===== src/rtl/cv32e41s_pmp_arbiter.sv =====
// Shares one PMP/PMR checker between IF and LSU with round-robin grants, fenced during CSR updates.
// Response one cycle after the grant; a stalled response buffer blocks only its own requester.
package cv32e41s_pkg;

  typedef enum logic [1:0] {
    PRIV_LVL_U = 2'b00,
    PRIV_LVL_S = 2'b01,
    PRIV_LVL_M = 2'b11
  } privlvl_t;

  typedef enum logic [1:0] {
    PMP_ACC_EXEC  = 2'b00,
    PMP_ACC_WRITE = 2'b01,
    PMP_ACC_READ  = 2'b10
  } pmp_req_e;

endpackage

module cv32e41s_pmp_arbiter
  import cv32e41s_pkg::*;
(
  input  logic        clk,
  input  logic        rst,

  input  logic        if_req_valid_i,
  output logic        if_req_ready_o,
  input  logic [33:0] if_req_addr_i,
  input  logic        if_req_debug_region_i,
  input  privlvl_t    if_priv_lvl_i,

  input  logic        lsu_req_valid_i,
  output logic        lsu_req_ready_o,
  input  logic [33:0] lsu_req_addr_i,
  input  logic        lsu_req_debug_region_i,
  input  privlvl_t    lsu_priv_lvl_i,
  input  logic        lsu_req_we_i,

  output logic [33:0] pmp_req_addr_o,
  output pmp_req_e    pmp_req_type_o,
  output logic        pmp_req_debug_region_o,
  output privlvl_t    pmp_priv_lvl_o,
  input  logic        pmp_req_err_i,
  input  logic [33:0] pmr_reloc_addr_i,

  output logic        if_rsp_valid_o,
  input  logic        if_rsp_ready_i,
  output logic        if_rsp_err_o,
  output logic [33:0] if_rsp_addr_o,

  output logic        lsu_rsp_valid_o,
  input  logic        lsu_rsp_ready_i,
  output logic        lsu_rsp_err_o,
  output logic [33:0] lsu_rsp_addr_o,

  input  logic        csr_pmp_busy_i,
  output logic        arb_busy_o
);

  typedef enum logic [1:0] {
    RUN    = 2'b00,
    HOLD   = 2'b01,
    SETTLE = 2'b10
  } state_e;

  state_e state_q;
  state_e state_d;
  logic   last_lsu;
  logic   run_ok;
  logic   if_free;
  logic   lsu_free;
  logic   if_elig;
  logic   lsu_elig;
  logic   grant_if;
  logic   grant_lsu;

  always_ff @(posedge clk or posedge rst) begin
    if (rst) begin
      state_q <= RUN;
    end else begin
      state_q <= state_d;
    end
  end

  // SETTLE gives the checker one quiet cycle after the CSRs stop changing.
  always_comb begin
    state_d = state_q;
    case (state_q)
      RUN:     if (csr_pmp_busy_i) state_d = HOLD;
      HOLD:    if (!csr_pmp_busy_i) state_d = SETTLE;
      SETTLE:  state_d = csr_pmp_busy_i ? HOLD : RUN;
      default: state_d = RUN;
    endcase
  end

  assign run_ok   = (state_q == RUN) && !csr_pmp_busy_i;
  assign if_free  = !if_rsp_valid_o || if_rsp_ready_i;
  assign lsu_free = !lsu_rsp_valid_o || lsu_rsp_ready_i;
  assign if_elig  = if_req_valid_i && if_free && run_ok;
  assign lsu_elig = lsu_req_valid_i && lsu_free && run_ok;

  assign grant_if  = if_elig && (!lsu_elig || last_lsu);
  assign grant_lsu = lsu_elig && (!if_elig || !last_lsu);

  assign if_req_ready_o  = grant_if;
  assign lsu_req_ready_o = grant_lsu;

  always_ff @(posedge clk or posedge rst) begin
    if (rst) begin
      last_lsu <= 1'b1;
    end else if (grant_if || grant_lsu) begin
      last_lsu <= grant_lsu;
    end
  end

  always_comb begin
    pmp_req_addr_o         = if_req_addr_i;
    pmp_req_type_o         = PMP_ACC_EXEC;
    pmp_req_debug_region_o = if_req_debug_region_i;
    pmp_priv_lvl_o         = if_priv_lvl_i;
    if (grant_lsu) begin
      pmp_req_addr_o         = lsu_req_addr_i;
      pmp_req_type_o         = lsu_req_we_i ? PMP_ACC_WRITE : PMP_ACC_READ;
      pmp_req_debug_region_o = lsu_req_debug_region_i;
      pmp_priv_lvl_o         = lsu_priv_lvl_i;
    end
  end

  // A reload on the same edge as the handshake keeps the buffer full with the new result.
  always_ff @(posedge clk or posedge rst) begin
    if (rst) begin
      if_rsp_valid_o <= 1'b0;
      if_rsp_err_o   <= 1'b0;
      if_rsp_addr_o  <= 34'd0;
    end else if (grant_if) begin
      if_rsp_valid_o <= 1'b1;
      if_rsp_err_o   <= pmp_req_err_i;
      if_rsp_addr_o  <= pmr_reloc_addr_i;
    end else if (if_rsp_ready_i) begin
      if_rsp_valid_o <= 1'b0;
    end
  end

  always_ff @(posedge clk or posedge rst) begin
    if (rst) begin
      lsu_rsp_valid_o <= 1'b0;
      lsu_rsp_err_o   <= 1'b0;
      lsu_rsp_addr_o  <= 34'd0;
    end else if (grant_lsu) begin
      lsu_rsp_valid_o <= 1'b1;
      lsu_rsp_err_o   <= pmp_req_err_i;
      lsu_rsp_addr_o  <= pmr_reloc_addr_i;
    end else if (lsu_rsp_ready_i) begin
      lsu_rsp_valid_o <= 1'b0;
    end
  end

  assign arb_busy_o = if_rsp_valid_o | lsu_rsp_valid_o;

endmodule


===== config.mk =====
export PLATFORM = sky130hd
export DESIGN_NAME = cv32e41s_pmp_arbiter
export DESIGN_NICKNAME = d
export VERILOG_FILES = /design/src/rtl/cv32e41s_pmp_arbiter.sv
export SDC_FILE = /design/constraint.sdc
export NUM_CORES = 1
export LEC_CHECK = 0
export CORE_UTILIZATION = 37
export DETAILED_ROUTE_END_ITERATION = 16
export PLACE_DENSITY_LB_ADDON = 0.3
export SLEW_MARGIN = 20
export SYNTH_ARGS = -nofsm -noshare
export SYNTH_HDL_FRONTEND = slang
export SYNTH_SLANG_ARGS = --single-unit

===== constraint.sdc =====
create_clock -name clk -period 2.9 [get_ports clk]
set_input_delay 0.58 -clock clk [delete_from_list [all_inputs] [get_ports clk]]
set_output_delay 0.58 -clock clk [all_outputs]
set_load 0.02 [all_outputs]

Word level (Yosys, flattened, before mapping)
Index checks and enable logic that the tools add are counted.
Word-level totals
  flip-flop bits (word level): 75
  output and inout port bits: 114
  word-level logic and storage cells: 48
Operators by class
  equality and inequality tests: 4
  muxes and demuxes: 13
  bitwise logic cells: 1
  reduce and logical (&&, ||, !) cells: 22
Operators by type and width (count)
  $mux W34: 1
  $mux W2: 5
  $logic_and A1 B1 Y1: 7
  $logic_not A1 Y1: 6
  $mux W1: 6
  $pmux W2 S3: 1
  $logic_or A1 B1 Y1: 5
  $ne A2 B2 Y1 const B: 2
  $reduce_bool A2 Y1: 2
  $eq A2 B1 Y1 const B: 1
  $eq A2 B2 Y1 const B: 1
  $logic_not A2 Y1: 1
  $reduce_and A2 Y1: 1
  $or A1 B1 Y1: 1

Logic depth before layout (Yosys ltp)
Gate-level depths: netlist (run 1).
  word-level depth: 8
  depth in mapped cells: 7

Worst setup path after synthesis (run 1)
No wires, ideal clock.
  path type: input port to output port
  start point: input port csr_pmp_busy_i
  end point: output port pmp_req_type_o[0]
  data arrival time: 1.706 ns
  data required time: 2.320 ns
  path slack: 0.614 ns
  stages: 7
  path buffers: 2
  cells stage by stage: nor3_2 nand3_1 a31o_1 buf_6 inv_4 buf_6 and2_1
On the way
  cells in the longest elaborated chain, start to end: 7
  elaborated cells between the ends (all ways): 8
  classes of those cells: 1 x mux; 7 x reduce/logical
Ends and longest elaborated chain
  start, declared: RTL line 55  | input logic csr_pmp_busy_i,
  $logic_not A1 Y1 (*): RTL line 95  | assign run_ok = (state_q == RUN) && !csr_pmp_busy_i;
  $logic_and A1 B1 Y1 (*): RTL line 95
  $logic_and A1 B1 Y1: RTL line 98  | assign if_elig = if_req_valid_i && if_free && run_ok;
  $logic_not A1 Y1: RTL line 102  | assign grant_lsu = lsu_elig && (!if_elig || !last_lsu);
  $logic_or A1 B1 Y1: RTL line 102
  $logic_and A1 B1 Y1 (*): RTL line 102
  via lsu_req_ready_o: RTL line 32  | output logic lsu_req_ready_o,
  $mux W2 (*): RTL line 120  | if (grant_lsu) begin
  end, declared: RTL line 39  | output pmp_req_e pmp_req_type_o,
The timed path passes the listed nets; every way through them passes the cells marked *.

Worst setup path in the final report (run 1)
  start point: input port lsu_rsp_ready_i
  end point: output port pmp_req_addr_o[26]
On the way
  cells in the longest elaborated chain, start to end: 5
Ends and longest elaborated chain
  start, declared: RTL line 51  | input logic lsu_rsp_ready_i,
  $logic_or A1 B1 Y1: RTL line 97  | assign lsu_free = !lsu_rsp_valid_o || lsu_rsp_ready_i;
  $logic_and A1 B1 Y1 (2 in a row): RTL line 99  | assign lsu_elig = lsu_req_valid_i && lsu_free && run_ok;
  $logic_and A1 B1 Y1: RTL line 102
  $mux W34: RTL line 120
  end, declared: RTL line 38  | output logic [33:0] pmp_req_addr_o,
Every way passes these cells.

==> out/qor.csv, run 1 <==
metric,value,unit
p_sw,1.338,mW
maxSlewViolCount,0,
synth_edf_count,0,
drive_gt1_share,32.68,%
busiest_layer,met2,
power_frac_comb,43.7,%
finalNonFillerCells,585,
sw_frac_of_total,32.31,%
avgSynthCellArea,16.81,um^2
cp_cell_sequence,"clkdlybuf4s50_1, nand2b_4, nand3_1, a31o_4, buf_12, mux2_4, clkdlybuf4s15_2",
io_pins,231,
slowest_stage,clkdlybuf4s50_1,
synth_top_flop_cell,dfrtp_1,
slowest_delay,0.46,ns
synth_most_common_cell,dfrtp_1,
grt_overflow,0,
dpl.hpwl,8.268,mm
max_freq,347.6,MHz
crit_start,lsu_rsp_ready_i,
worst_pin_slew,0.6521,ns
clk_latency,0.34,ns
avgViaCountPerCell,4.569,
synth_common_cells,"74 x dfrtp_1, 67 x mux2_4, 28 x mux2_1, 12 x mux2_2, 11 x buf_6",
gp_congestion,0.7613,
synth_xor_area_share,0,%
cts_buffers,9,
synthAdderAreaFrac,0,%
die_area,10070,um^2
start_util,38.38,%
final_nets,568,
grtUsageMet2,36.88,%
min-delay-start,state_q[1],
final_core_util,65.41,%
slew_headroom,56.53,%
finalHoldViolCount,0,
synthDistinctLibCells,21,
hold_depth,1,
cts_max_level,3,
path_class,primary input to output pin,
area_growth,70.43,%
crit_fanout,23,
synth_compound_area_share,1.014,%
use_met1,23.20,%
dp.cells,568,
grt_pass1_wl,15.84,mm
wl_per_cell,18.15,um
yosysTopAreaCellShare,51.73,%
rsz0062_at_grt,no,
r2r-start,state_q[0],
netlist_instances,213,
power_density,678.6,nW/um^2
first_pass_iters,3,
cp-end-kind,output pin,
routed_wl,10.62,mm
pwr-share-seq,36.9,%
yosysTopAreaCell,dfrtp_1,
ys_seq_elements,75,
die_y,100.4,um
cts.path.max_buffers,2,
synth_top_family_by_area,multiplexers,
grt_pass1_vias,2728,
arrival,2.30,ns
syn_area,3580,um^2
skew,0.01720,ns
period_share,99.20,%
grt_antenna_before_repair,0,
die_x,100.4,um
num_rows,35,
cts_sinks,75,
p_leak,2.761,nW
vdd_drop_max,417.6,uV
ys_async_sr_fraction,100.0,%
fin_crit,2.877,ns
coreArea,9328,um^2
cts_tree,yes,
status,completed,
detail_route.iter0.violations,21,
hold_path_class,register to register,
hold_buffers,0,
clk_pin_slew_worst_paths,0.07,ns
syn-num-nets,330,
drcViolationCount,0,
io_buffers,230,
start_kind,primary input,
drtAntennaViolNets,0,
cts-root-buf,clkbuf_8,
yosysWarnings,0,
synthSimpleGateAreaFrac,1.887,%
p_int,2.803,mW
synth_area_leaders,"dfrtp_1 52%, mux2_4 28%, mux2_1 8.8%",
grtUsageTotal,21.02,%
reg2regPathDepth,6,
diodes,0,
grtUsageMet3,8.217,%
synthMuxAreaShare,40.69,%
clock_power_share,19.4,%
setup_viol,0,
required,2.32,ns
vias,2673,
grt_max_degree,76,
ys_seq_area_share,52.46,%
drv_cap,0,
-- worst paths after layout --
kind | end | slack, ns
setup reg to reg | if_rsp_addr_o[26] | 0.73
hold / removal | state_q[1] | 0.48
setup / recovery | pmp_req_addr_o[26] | 0.02
max in group asynchronous | last_lsu | 1.93
hold reg to reg | state_q[1] | 0.48
min in group asynchronous | if_rsp_addr_o[3] | 0.62
-- layout make-up --
type | instances | area [um^2]
clock buffer | 11 | 141.4
clock inverter | 5 | 60.06
fill | 727 | 3227
inverter | 2 | 10.01
multi-input combinational | 124 | 1584
sequential | 75 | 1878
tap | 129 | 161.4
timing repair buffer | 239 | 2266
-- metal layers --
metal	vias to the layer above	wire length, um
li1	1231	-
met1	1296	3968
met2	130	5364
met3	16	1091
met4	0	196
met5	-	0
-- stage by stage --
stage	total power [mW]	setup WS (ns)	setup TNS [ns]	hold slack, ns	area (um^2)
2_1_floorplan	2.422	0.4117	0	0.4422	3580
3_3_place_gp	3.355	-0.3737	-13.72	0.4579	6010
3_5_place_dp	3.394	-0.3846	-14.37	0.4703	6010
4_1_cts	4.208	0.01853	0	0.4808	6200
5_1_grt	4.344	0.001138	0	0.4968	6101
6_report	4.140	0.02315	0	0.4761	6101
-- worst max-delay path, delay by kind of cell --
family	cells	cell delay, ns
AOI/OAI and AO/OA	1	0.25
buffers and inverters	3	0.89
muxes	1	0.30
and+or+nand+nor	2	0.26
-- registers in the layout (all words and copies together), names as in the netlist --
register and count:
if_rsp_addr_o 34, if_rsp_err_o 1, if_rsp_valid_o 1, last_lsu 1
lsu_rsp_addr_o 34, lsu_rsp_err_o 1, lsu_rsp_valid_o 1, state_q 2
-- layout by cell type, fill, tap and decap left out, types with 2 or more instances in the layout --
master             n
mux2_2            12
clkdlybuf4s15_2    8
buf_2             29
o21ai_0            2
nand2_1            2
nand3_1            2
dlygate4sd2_1      5
mux2_1            28
mux2_4            67
buf_12             3
buf_4              6
nand2b_4           2
clkbuf_8          10
clkdlybuf4s50_1  188
nor2_1             2
dfrtp_1           74
-- cell families (layout without fill, tap and decap cells) --
family          after synthesis  after routing
simple gates                 12             12
buf+inv                      14            257
compound gates                5              5
mux                         107            107
flops                        75             75
-- timing repair --
| action | CTS | global route |
|---|---|---|
| hold endpoints to repair | 0 | 0 |
| setup buffers | 1 | 0 |
| resized for setup | 130 | 18 |
| pin swaps | 1 | 0 |
| setup endpoints to repair | 41 | 17 |
-- power groups by stage --
stage / combinational [mW] / clock [mW] / sequential, mW
floorplan: 0.520 / 0 / 1.90
global placement: 1.83 / 0 / 1.53
detailed placement: 1.85 / 0 / 1.54
CTS: 1.84 / 0.838 / 1.53
global route: 1.89 / 0.882 / 1.57
finish: 1.81 / 0.803 / 1.53
Note: power is estimated with default switching activity, not from simulation.
==> inputs of run 2 (changes only) <==
Settings changed: REMOVE_ABC_BUFFERS set to 1.
==> out/qor.csv, run 2 (synthesis results as in run 1) <==
metric,value,unit
drive_gt1_share,33.84,%
post_dp_cell_area,6052,um^2
io_buffers,230,
die_x,100.4,um
setup_viol,0,
fin_crit,2.832,ns
hold_buffers,0,
period_share,97.66,%
maxSlewViolCount,0,
holdWs,0.4810,ns
start_util,38.38,%
coreArea,9328,um^2
cts_buffers,9,
hold_path_class,register to register,
r2r_setup_slack,0.67,ns
nFillCells,711,
cts.path.max_buffers,2,
finalHoldViolCount,0,
start_kind,primary input,
cts-root-buf,clkbuf_8,
power_density,723.5,nW/um^2
grt_antenna_before_repair,0,
cts_max_level,3,
num_rows,35,
avgViaCountPerCell,4.542,
drv_cap,0,
status,completed,
drcViolationCount,0,
grtUsageTotal,20.87,%
dp.cells,572,
p_leak,2.830,nW
reg2regPathDepth,7,
max_freq,353.1,MHz
multiInputGateArea,1582,um^2
final_cell_mix,"188 x clkdlybuf4s50_1, 74 x dfrtp_1, 67 x mux2_4",
p_total,4.505,mW
io_pins,231,
clk_latency,0.34,ns
slowest_stage,clkdlybuf4s50_1,
reg_top3,"if_rsp_addr_o: 34 flops, lsu_rsp_addr_o: 34 flops, state_q: 2 flops",
first_pass_iters,4,
reg2reg_to,if_rsp_addr_o[24],
routed_wl,10.55,mm
r2r-start,state_q[0],
seqCellArea,1878,um^2
cts_tree,yes,
detail_route.iter0.violations,42,
design_area,6227,um^2
finalNonFillerCells,590,
vdd_drop_max,415.6,uV
gp_congestion,0.7461,
path_class,primary input to output pin,
required,2.32,ns
skew,0.005338,ns
final_nets,573,
mostFrequentLayoutCell,clkdlybuf4s50_1,
crit_fanout,12,
wl_per_cell,17.88,um
diodes,0,
cp-end-kind,output pin,
die_area,10070,um^2
grt_overflow,0,
slew_headroom,64.04,%
min_to,state_q[1],
slowest_delay,0.50,ns
drtAntennaViolNets,0,
rsz0062_at_grt,no,
dpl.hpwl,8.088,mm
worst_pin_slew,0.5387,ns
cts_sinks,75,
min-delay-start,state_q[1],
grt_pass1_vias,2890,
hold_depth,1,
arrival,2.25,ns
vias,2680,
clk_pin_slew_worst_paths,0.07,ns
cp_cell_sequence,"clkdlybuf4s50_1, nand2b_4, nand3_2, a31o_4, buf_8, inv_4, and2_1, clkdlybuf4s15_2",
grt_max_degree,52,
grt_pass1_wl,15.74,mm
die_y,100.4,um
area_growth,73.96,%
-- run 2: worst max-delay path by stage --
| stage | to | start | cells past startpoint |
|---|---|---|---|
| after floorplan | pmp_req_type_o[0] | lsu_rsp_ready_i | 5 |
| after global placement | pmp_req_addr_o[4] | csr_pmp_busy_i | 7 |
| after detailed placement | pmp_req_addr_o[4] | csr_pmp_busy_i | 7 |
| after CTS | pmp_req_addr_o[12] | lsu_rsp_ready_i | 7 |
| after global routing | pmp_req_type_o[0] | lsu_rsp_ready_i | 8 |
| final | pmp_req_type_o[0] | lsu_rsp_ready_i | 8 |
-- run 2: layout make-up --
type                       instances  area share [%]
inverter                           2          0.1607
clock buffer                      10           2.210
sequential                        75           30.16
clock inverter                     6           2.552
tap                              129           2.592
multi-input combinational        124           25.40
timing repair buffer             244           36.93
-- run 2: through the flow --
step | util (%) | worst slack (ns) | setup TNS [ns]
final | 66.76 | 0.06797 | 0
after global routing | 66.76 | 0.01363 | 0
after CTS | 68.93 | 0.0001117 | 0
after detailed placement | 64.88 | -0.3851 | -14.03
after global placement | 64.88 | -0.3523 | -13.02
after floorplan | - | -0.9903 | -39.91
-- run 2: critical path, delay by kind of cell --
| family | cells | cell delay [ns] |
|---|---|---|
| compound gates | 1 | 0.26 |
| buf+inv | 4 | 1.02 |
| simple gates | 3 | 0.38 |
-- run 2: what timing repair did --
| item | CTS | global route |
|---|---|---|
| setup buffers | 1 | 0 |
| setup endpoints to repair | 41 | 37 |
| cloned | 1 | 0 |
| pin swaps | 2 | 0 |
| gates resized for setup | 111 | 38 |
-- run 2: routing by layer --
metal  track usage (%)  wire length (um)  share of wire [%]  vias up
li1                  -                 -                  -     1248
met4             6.912               206                2.0        0
met5                 0                 0                  0        -
met3             5.362               492                4.7       18
met1             26.81              4513                 43     1323
met2             34.40              5336                 51       91
-- run 2: where the power goes --
| group | total (mW) | internal [mW] | switching (mW) |
|---|---|---|---|
| combinational | 1.83 | 1.03 | 0.801 |
| sequential | 1.53 | 1.36 | 0.170 |
| clock | 1.15 | 0.772 | 0.380 |
| total | 4.51 | 3.15 | 1.35 |
